==> src/rtl/cm0_dap_ap_seq_pkg.sv <==
// cm0_dap_ap_seq_pkg: shared state encoding and bus widths for the AP-domain sequencer
package cm0_dap_ap_seq_pkg;
    localparam int ADDR_W = 4;
    localparam int DATA_W = 32;
    typedef enum logic [2:0] {
        ST_IDLE   = 3'd0,
        ST_OPEN   = 3'd1,
        ST_ISSUE  = 3'd2,
        ST_WAIT   = 3'd3,
        ST_RESP   = 3'd4,
        ST_ACK    = 3'd5,
        ST_SETTLE = 3'd6
    } state_t;
    function automatic logic in_access(state_t s);
        return s == ST_ISSUE || s == ST_WAIT;
    endfunction
endpackage

==> src/rtl/cm0_dap_ap_seq_if.sv <==
// cm0_dap_ap_seq_if: AP register/bus access port between the sequencer and the AP
interface cm0_dap_ap_seq_if;
    import cm0_dap_ap_seq_pkg::*;
    logic              acc_req_o;
    logic              acc_write_o;
    logic [ADDR_W-1:0] acc_addr_o;
    logic [DATA_W-1:0] acc_wdata_o;
    logic [DATA_W-1:0] acc_rdata_i;
    logic              acc_err_i;
    logic              acc_done_i;
    modport master(output acc_req_o, acc_write_o, acc_addr_o, acc_wdata_o,
                   input acc_rdata_i, acc_err_i, acc_done_i);
    modport slave(input acc_req_o, acc_write_o, acc_addr_o, acc_wdata_o,
                  output acc_rdata_i, acc_err_i, acc_done_i);
endinterface

==> src/rtl/cm0_dap_ap_seq_tmo.sv <==
// cm0_dap_ap_seq_tmo: clear/enable saturating access-timeout counter with expiry flag
module cm0_dap_ap_seq_tmo #(
    parameter int TMO_W   = 4,
    parameter int TMO_MAX = 15
) (
    input  logic dclk,
    input  logic apreset_n,
    input  logic clr,
    input  logic en,
    output logic expired
);
    logic [TMO_W-1:0] cnt;
    // count access cycles from zero, sticking at all-ones so it never wraps back
    always_ff @(posedge dclk or negedge apreset_n)
        if (!apreset_n) cnt <= '0;
        else if (clr) cnt <= '0;
        else if (en && cnt != '1) cnt <= cnt + 1'b1;
    assign expired = cnt == TMO_W'(TMO_MAX);
endmodule

==> src/rtl/cm0_dap_ap_seq.sv <==
// cm0_dap_ap_seq: AP-domain sequencer serving one DP request per handshake toggle
module cm0_dap_ap_seq
    import cm0_dap_ap_seq_pkg::*;
#(
    parameter bit PRESENT = 1'b1,
    parameter int TMO_W   = 4,
    parameter int TMO_MAX = 15
) (
    input  logic              dclk,
    input  logic              apreset_n,
    input  logic              dp_req_ap_i,
    input  logic              ap_ack_ap_i,
    input  logic              dp_rnw_ap_i,
    input  logic [ADDR_W-1:0] dp_regaddr_ap_i,
    input  logic [DATA_W-1:0] dp_data_ap_i,
    output logic              ap_out_en_o,
    output logic              ap_wr_en_o,
    output logic              ap_ack_load_o,
    output logic [DATA_W-1:0] ap_data_ap_o,
    output logic              ap_err_ap_o,
    cm0_dap_ap_seq_if.master  acc
);
    if (PRESENT) begin : g_seq
        state_t            st, nxt;
        logic              out_en, rnw_q, err_q;
        logic [ADDR_W-1:0] addr_q;
        logic [DATA_W-1:0] wdata_q, rdata_q;
        logic              pending, access, finish, tmo_exp;
        assign pending = dp_req_ap_i ^ ap_ack_ap_i;
        assign access  = in_access(st);
        assign finish  = access && nxt == ST_RESP;
        cm0_dap_ap_seq_tmo #(.TMO_W(TMO_W), .TMO_MAX(TMO_MAX)) u_tmo (
            .dclk     (dclk),
            .apreset_n(apreset_n),
            .clr      (st == ST_OPEN),
            .en       (access),
            .expired  (tmo_exp)
        );
        // one pass per request; SETTLE lets the ack level land before pending is looked at again
        always_comb begin
            nxt = st;
            unique case (st)
                ST_IDLE:           nxt = pending ? ST_OPEN : ST_IDLE;
                ST_OPEN:           nxt = ST_ISSUE;
                ST_ISSUE, ST_WAIT: nxt = (acc.acc_done_i || tmo_exp) ? ST_RESP : ST_WAIT;
                ST_RESP:           nxt = ST_ACK;
                ST_ACK:            nxt = ST_SETTLE;
                default:           nxt = ST_IDLE;
            endcase
        end
        // state and the registered crossing mask, high exactly while in OPEN
        always_ff @(posedge dclk or negedge apreset_n)
            if (!apreset_n) begin
                st     <= ST_IDLE;
                out_en <= 1'b0;
            end else begin
                st     <= nxt;
                out_en <= nxt == ST_OPEN;
            end
        // capture the masked DP request while the mask is open
        always_ff @(posedge dclk or negedge apreset_n)
            if (!apreset_n) {rnw_q, addr_q, wdata_q} <= '0;
            else if (st == ST_OPEN) {rnw_q, addr_q, wdata_q} <= {dp_rnw_ap_i, dp_regaddr_ap_i, dp_data_ap_i};
        // return registers: read data only on reads, forced error with zero data on timeout
        always_ff @(posedge dclk or negedge apreset_n)
            if (!apreset_n) begin
                rdata_q <= '0;
                err_q   <= 1'b0;
            end else if (finish) begin
                rdata_q <= (acc.acc_done_i && rnw_q) ? acc.acc_rdata_i : '0;
                err_q   <= acc.acc_done_i ? acc.acc_err_i : 1'b1;
            end
        assign ap_out_en_o     = out_en;
        assign ap_wr_en_o      = st == ST_RESP;
        assign ap_ack_load_o   = st == ST_ACK;
        assign ap_data_ap_o    = rdata_q;
        assign ap_err_ap_o     = err_q;
        assign acc.acc_req_o   = access;
        assign acc.acc_write_o = access && !rnw_q;
        assign acc.acc_addr_o  = access ? addr_q : '0;
        assign acc.acc_wdata_o = access ? wdata_q : '0;
    end else begin : g_absent
        assign ap_out_en_o     = 1'b0;
        assign ap_wr_en_o      = 1'b0;
        assign ap_ack_load_o   = 1'b0;
        assign ap_data_ap_o    = '0;
        assign ap_err_ap_o     = 1'b0;
        assign acc.acc_req_o   = 1'b0;
        assign acc.acc_write_o = 1'b0;
        assign acc.acc_addr_o  = '0;
        assign acc.acc_wdata_o = '0;
    end
endmodule

==> src/flat_wrapper.sv <==
// flat-port wrapper written by rule: the top's interface ports become plain ports
module cm0_dap_ap_seq_flat import cm0_dap_ap_seq_pkg::*;
#(
    parameter bit PRESENT = 1'b1,
    parameter int TMO_W   = 4,
    parameter int TMO_MAX = 15
)
  (dclk, apreset_n, dp_req_ap_i, ap_ack_ap_i, dp_rnw_ap_i, dp_regaddr_ap_i, dp_data_ap_i, ap_out_en_o, ap_wr_en_o, ap_ack_load_o, ap_data_ap_o, ap_err_ap_o, acc_acc_req_o, acc_acc_write_o, acc_acc_addr_o, acc_acc_wdata_o, acc_acc_rdata_i, acc_acc_err_i, acc_acc_done_i);
  cm0_dap_ap_seq_if acc_i ();
  input  logic dclk;
  input  logic apreset_n;
  input  logic dp_req_ap_i;
  input  logic ap_ack_ap_i;
  input  logic dp_rnw_ap_i;
  input  logic [ADDR_W-1:0] dp_regaddr_ap_i;
  input  logic [DATA_W-1:0] dp_data_ap_i;
  output logic ap_out_en_o;
  output logic ap_wr_en_o;
  output logic ap_ack_load_o;
  output logic [DATA_W-1:0] ap_data_ap_o;
  output logic ap_err_ap_o;
  output wire logic [$bits(acc_i.acc_req_o)-1:0] acc_acc_req_o;
  output wire logic [$bits(acc_i.acc_write_o)-1:0] acc_acc_write_o;
  output wire logic [$bits(acc_i.acc_addr_o)-1:0] acc_acc_addr_o;
  output wire logic [$bits(acc_i.acc_wdata_o)-1:0] acc_acc_wdata_o;
  input wire logic [$bits(acc_i.acc_rdata_i)-1:0] acc_acc_rdata_i;
  input wire logic [$bits(acc_i.acc_err_i)-1:0] acc_acc_err_i;
  input wire logic [$bits(acc_i.acc_done_i)-1:0] acc_acc_done_i;
  assign acc_acc_req_o = acc_i.acc_req_o;
  assign acc_acc_write_o = acc_i.acc_write_o;
  assign acc_acc_addr_o = acc_i.acc_addr_o;
  assign acc_acc_wdata_o = acc_i.acc_wdata_o;
  assign acc_i.acc_rdata_i = acc_acc_rdata_i;
  assign acc_i.acc_err_i = acc_acc_err_i;
  assign acc_i.acc_done_i = acc_acc_done_i;
  cm0_dap_ap_seq #(.PRESENT(PRESENT), .TMO_W(TMO_W), .TMO_MAX(TMO_MAX)) u_core (.dclk(dclk), .apreset_n(apreset_n), .dp_req_ap_i(dp_req_ap_i), .ap_ack_ap_i(ap_ack_ap_i), .dp_rnw_ap_i(dp_rnw_ap_i), .dp_regaddr_ap_i(dp_regaddr_ap_i), .dp_data_ap_i(dp_data_ap_i), .ap_out_en_o(ap_out_en_o), .ap_wr_en_o(ap_wr_en_o), .ap_ack_load_o(ap_ack_load_o), .ap_data_ap_o(ap_data_ap_o), .ap_err_ap_o(ap_err_ap_o), .acc(acc_i));
endmodule
==> config.mk <==
export PLATFORM = sky130hd
export DESIGN_NAME = cm0_dap_ap_seq_flat
export DESIGN_NICKNAME = d
export VERILOG_FILES = /design/src/rtl/cm0_dap_ap_seq_pkg.sv /design/src/rtl/cm0_dap_ap_seq_if.sv /design/src/rtl/cm0_dap_ap_seq_tmo.sv /design/src/rtl/cm0_dap_ap_seq.sv /design/src/flat_wrapper.sv
export SDC_FILE = /design/constraint.sdc
export NUM_CORES = 1
export LEC_CHECK = 0
export CAP_MARGIN = 20
export CORE_ASPECT_RATIO = 1.2
export CORE_MARGIN = 5
export CORE_UTILIZATION = 41
export DETAILED_ROUTE_END_ITERATION = 10
export HOLD_SLACK_MARGIN = 0.03
export PLACE_DENSITY = 0.87
export SYNTH_ARGS = -nofsm -noshare
export SYNTH_HDL_FRONTEND = slang
export SYNTH_SLANG_ARGS = --single-unit
==> constraint.sdc <==
create_clock -name dclk -period 2.1 [get_ports dclk]
set_clock_uncertainty 0.05 [all_clocks]
set_input_delay 0.42 -clock dclk [delete_from_list [all_inputs] [get_ports dclk]]
set_output_delay 0.42 -clock dclk [all_outputs]
set_load 0.02 [all_outputs]
* After elaboration in Yosys (flattened, before gate mapping)
Cells that the tools add are included.
Storage, ports and cells: output and inout bits 74, register bits 78
Cells by class: add/subtract/negate cells 1, mux-type cells 9, reductions and logical operators 10, bitwise gates (word level) 1, equal/unequal tests 9
Operators by type and width (number):
- two-way mux 32 bit | 2
- one-hot mux 3 bit (5 select lines) | 1
- two-way mux 4 bit | 3
- == test 3 bit, second input constant | 3
- == test 3 x 1 -> 1 bit, second input constant | 2
- == test 3 x 2 -> 1 bit, second input constant | 2
- adder 4 x 1 -> 4 bit, second input constant | 1
- == test 4 bit, second input constant | 1
- logical AND 1 bit | 4
- != test 4 bit, second input constant | 1
- zero test 3 bit | 1
- two-way mux 3 bit | 1
- logical OR 1 bit | 2
- two-way mux 1 bit | 2
- nonzero test 2 bit | 1
- OR reduction 2 bit | 1
- zero test 1 bit | 1
- XOR 1 bit | 1

* Logic depth before layout (Yosys ltp)
depth in word-level cells 6, mapped depth 6, gate-level depth less buffers 4

* Hierarchy
Synthesis repeated with hierarchy kept, for this count alone.
Unflattened totals: cell total of the unflattened synthesis 305, area, all modules 3502.1 um^2
Modules (own cells, without submodules):
- cm0_dap_ap_seq | times used 1, area each 3273.1 um^2, cells each 285
- cm0_dap_ap_seq_tmo | times used 1, area each 229.0 um^2, cells each 20

* Worst setup path after synthesis
Ideal clock, no wire load.
kind register to output, start reg u_core.g_seq.st[2], end out acc_acc_addr_o[0], data arrival time 1.308 ns, buffers on the path 1, slack 0.322 ns, required time 1.630 ns, cell stages (with the launch flop) 5, cells stage by stage dfrtp_1 -> nand2b_4 -> inv_2 -> clkbuf_1 -> and2_1
Between the ends: word-level cells in the longest chain between the ends 3, elaborated cells on any way between the ends 4, those cells by class eq/ne: 2; mux: 1; reduce/logical: 1
RTL lines:
- start: declaration | line cm0_dap_ap_seq.sv:24 | state_t st, nxt;
- start signal: assignment | line cm0_dap_ap_seq.sv:57 | st <= nxt;
- == test 3 x 2 -> 1 bit | line cm0_dap_ap_seq_pkg.sv:15 | return s == ST_ISSUE || s == ST_WAIT;
- logical OR 1 bit (*) | line cm0_dap_ap_seq_pkg.sv:15
- named net acc_acc_req_o | line flat_wrapper.sv:22 | output wire logic [$bits(acc_i.acc_req_o)-1:0] acc_acc_req_o;
- two-way mux 4 bit (*) | line cm0_dap_ap_seq.sv:80 | assign acc.acc_addr_o = access ? addr_q : '0;
- end: declaration | line flat_wrapper.sv:24 | output wire logic [$bits(acc_i.acc_addr_o)-1:0] acc_acc_addr_o;
Mark *: on every way through the listed nets, which the timed path passes. The rest lies on a longest branch.

* Worst setup path after layout
start reg u_core.g_seq.st[2], end out acc_acc_req_o
Between the ends: word-level cells in the longest chain between the ends 2, elaborated cells on any way between the ends 3, those cells by class eq/ne: 2; reduce/logical: 1
RTL lines (line):
- == test 3 x 2 -> 1 bit | cm0_dap_ap_seq_pkg.sv:15
- logical OR 1 bit (*) | cm0_dap_ap_seq_pkg.sv:15
- end: declaration | flat_wrapper.sv:22
Mark *: on every way between the ends. The rest lies on a longest branch, timed or not.

==> flow_metrics.env <==
export IMPL_first_iter_violations=112
export IMPL_fillers=617
export IMPL_clockBufferDepth=2
export IMPL_synth_cell_types=28
export IMPL_synth_avg_cell_area_um2=13.4
export IMPL_routed_wl_um=7780
export IMPL_ys_seq_elements=78
export IMPL_wl_per_cell_um=16.0
export IMPL_die_w_um=90.5
export IMPL_drive_above_1_share_pct=24.4
export IMPL_synth_nets=314
export IMPL_clock_sinks=78
export IMPL_yosys_warnings=0
export IMPL_io_pins=149
export IMPL_finalCriticalPeriod_ps=1960
export IMPL_grt_overflow_total=0
export IMPL_layout_cells_non_filler=486
export IMPL_dieArea_um2=9650
export IMPL_grt_pass1_vias=2714
export IMPL_tns_ps=0
export IMPL_cp_start_kind="flop"
export IMPL_hold_viol=0
export IMPL_rrSetupSlack_ps=500
export IMPL_slew_headroom_pct=69.9
export IMPL_clockRootBuffer="clkbuf_8"
export IMPL_cp_data_arrival_time_ps=1490
export IMPL_peakVddDrop_mv=0.664
export IMPL_period_share_pct=93.2
export IMPL_fp_dieH_um=107
export IMPL_drc=0
export IMPL_grt_pass1_wl_um=13200
export IMPL_grt_use_total_pct=16.9
export IMPL_final_antenna_net_count=0
export IMPL_worst_slew_pin_slew_ps=451
export IMPL_coreArea_um2=7620
export IMPL_mostFrequentLayoutCells="clkdlybuf4s50_1, dfrtp_1, and2_1, clkbuf_2, mux2_2"
export IMPL_cts_clk_slew_worst_paths_ps=70
export IMPL_fmax_ghz=0.511
export IMPL_status="complete, no violations"
export IMPL_whs_ps=432
export IMPL_rr_endpoint="u_core.ap_data_ap_o[3]"
export IMPL_worst_hold_path_type="reg2reg"
export IMPL_nNetsFinal=466
export IMPL_rsz0062_at_grt="no"
export IMPL_synth_flop_cell="dfrtp_1"
export IMPL_antennaDiodeCount=0
export IMPL_synthCells=238
export IMPL_r2r_start="u_core.g_seq.st[2]"
export IMPL_area_growth_pct=51.1
export IMPL_dr_total_vias=2393
export IMPL_layout_commonest_cell="clkdlybuf4s50_1"
export IMPL_setup_violations=0
export IMPL_rr_worst_depth=6
export IMPL_initial_core_util_pct=41.8
export IMPL_ctsHtreeMaxLevel=3
export IMPL_clk_latency_ps=330
export IMPL_worstPathMaxFanout=30
export IMPL_p_leak_nw=2.18
export IMPL_crit_type="reg2out"
export IMPL_viasPerCell=4.92
export IMPL_grt_max_degree=44
export IMPL_numCtsBuffers=9
export IMPL_worstHoldStart="u_core.g_seq.wdata_q[25]"
export IMPL_max_cap_violations=0
export IMPL_first_pass_iters=4
export IMPL_netlist_area_um2=3190
export IMPL_cts_tree="built"
export IMPL_powerDensity_nw_per_um2=1380
export IMPL_hold_depth=1
export IMPL_dp_cells=470
export IMPL_critPathRequiredTime_ps=1630
export IMPL_final_area_um2=4820
export IMPL_ys_async_sr_fraction_pct=100
export IMPL_place_area_um2=4800
export IMPL_min_to="u_core.g_seq.wdata_q[25]"
export IMPL_seq_area_frac_synth_pct=61.2
export IMPL_port_buffers=148
export IMPL_crit_path_end_kind="output pin"
export IMPL_antenna_found_initial=0
export IMPL_place_congestion=0.735
export IMPL_drv_slew=0
export IMPL_synth_edf_count=0
export IMPL_hpwlAfterDp_um=5800
export IMPL_utilization_pct=63.2
export IMPL_rows=35
cell usage after synthesis, drive strengths merged (2+ instances only):
cell type	count	area share, %
dfrtp	78	61
mux2	37	13
and2	36	7.1
a22o	32	8.8
buf	11	2.3
nand2	6	0.71
nor2	6	0.71
o21ai	5	0.78
clkbuf	4	0.47
a21oi	3	0.47
inv	3	0.35
nand2b	3	0.82
and3	2	0.39
nor3	2	0.31
flip-flops by register name, summed over array words and instances (netlist names):
name                    flops
u_core.ap_data_ap_o        32
u_core.ap_err_ap_o          1
u_core.ap_out_en_o          1
u_core.g_seq.addr_q         4
u_core.g_seq.rnw_q          1
u_core.g_seq.st             3
u_core.g_seq.u_tmo.cnt      4
u_core.g_seq.wdata_q       32
through the flow:
stage	setup WS (ps)	total power, mW
floorplan	322	4.34
global placement	104	5.78
detailed placement	77.0	5.90
CTS	1.76	6.82
global route	36.9	7.09
finish	143	6.64
cell type report:
class / instances / area, um2 / area share, %
clock buffer: 11 / 141 / 2.94
clock inverter: 4 / 47.5 / 0.987
inverter: 3 / 11.3 / 0.234
multi-input combinational: 142 / 1140 / 23.7
sequential: 78 / 1950 / 40.5
tap: 92 / 115 / 2.39
timing repair buffer: 156 / 1410 / 29.2
metal layers:
metal | GRT usage (%) | share of wire [%] | vias to the layer above
met1 | 20.5 | 42 | 1161
met3 | 5.68 | 5.7 | 6
met2 | 28.2 | 52 | 82
met4 | 5.43 | 0.98 | 0
met5 | 0 | 0 | -
li1 | - | - | 1144
cells by family after synthesis:
logic type	after synthesis	synth area share, %
compound gates	44	11.0
xor+xnor	1	0.275
fa+ha+maj	1	0.392
buf+inv	18	3.14
flops	78	61.2
mux	37	13.1
simple gates	59	10.9
repair_timing:
| action | 4_1_cts | 5_1_grt |
|---|---|---|
| setup endpoints to repair | 40 | 36 |
| hold endpoints to repair | 35 | 0 |
| gates resized for setup | 55 | 57 |
| buffers inserted | 0 | 0 |
| hold buffers | 1 | 0 |
worst max-delay path: stages (launching register included):
cell and delay (ps):
dfrtp_1 380, nand2b_4 170, inv_2 90, buf_12 160, dlygate4sd2_1 350
worst max path at each step:
stage / start / to / slack (ps)
floorplan: u_core.g_seq.st[2] / acc_acc_addr_o[0] / 320
global placement: u_core.g_seq.st[2] / acc_acc_wdata_o[24] / 100
detailed placement: u_core.g_seq.st[2] / acc_acc_wdata_o[23] / 80
CTS: u_core.g_seq.st[2] / acc_acc_wdata_o[8] / 2
global route: u_core.g_seq.st[2] / acc_acc_req_o / 40
finish: u_core.g_seq.st[2] / acc_acc_req_o / 140
report_power, final:
part | switching (mW) | leakage, nW | internal, mW
registers | 0.345 | 0.972 | 2.15
logic | 1.51 | 1.12 | 1.56
clock network | 0.502 | 0.0952 | 0.572
total | 2.36 | 2.18 | 4.28
Power figures use the tool's default switching activity.
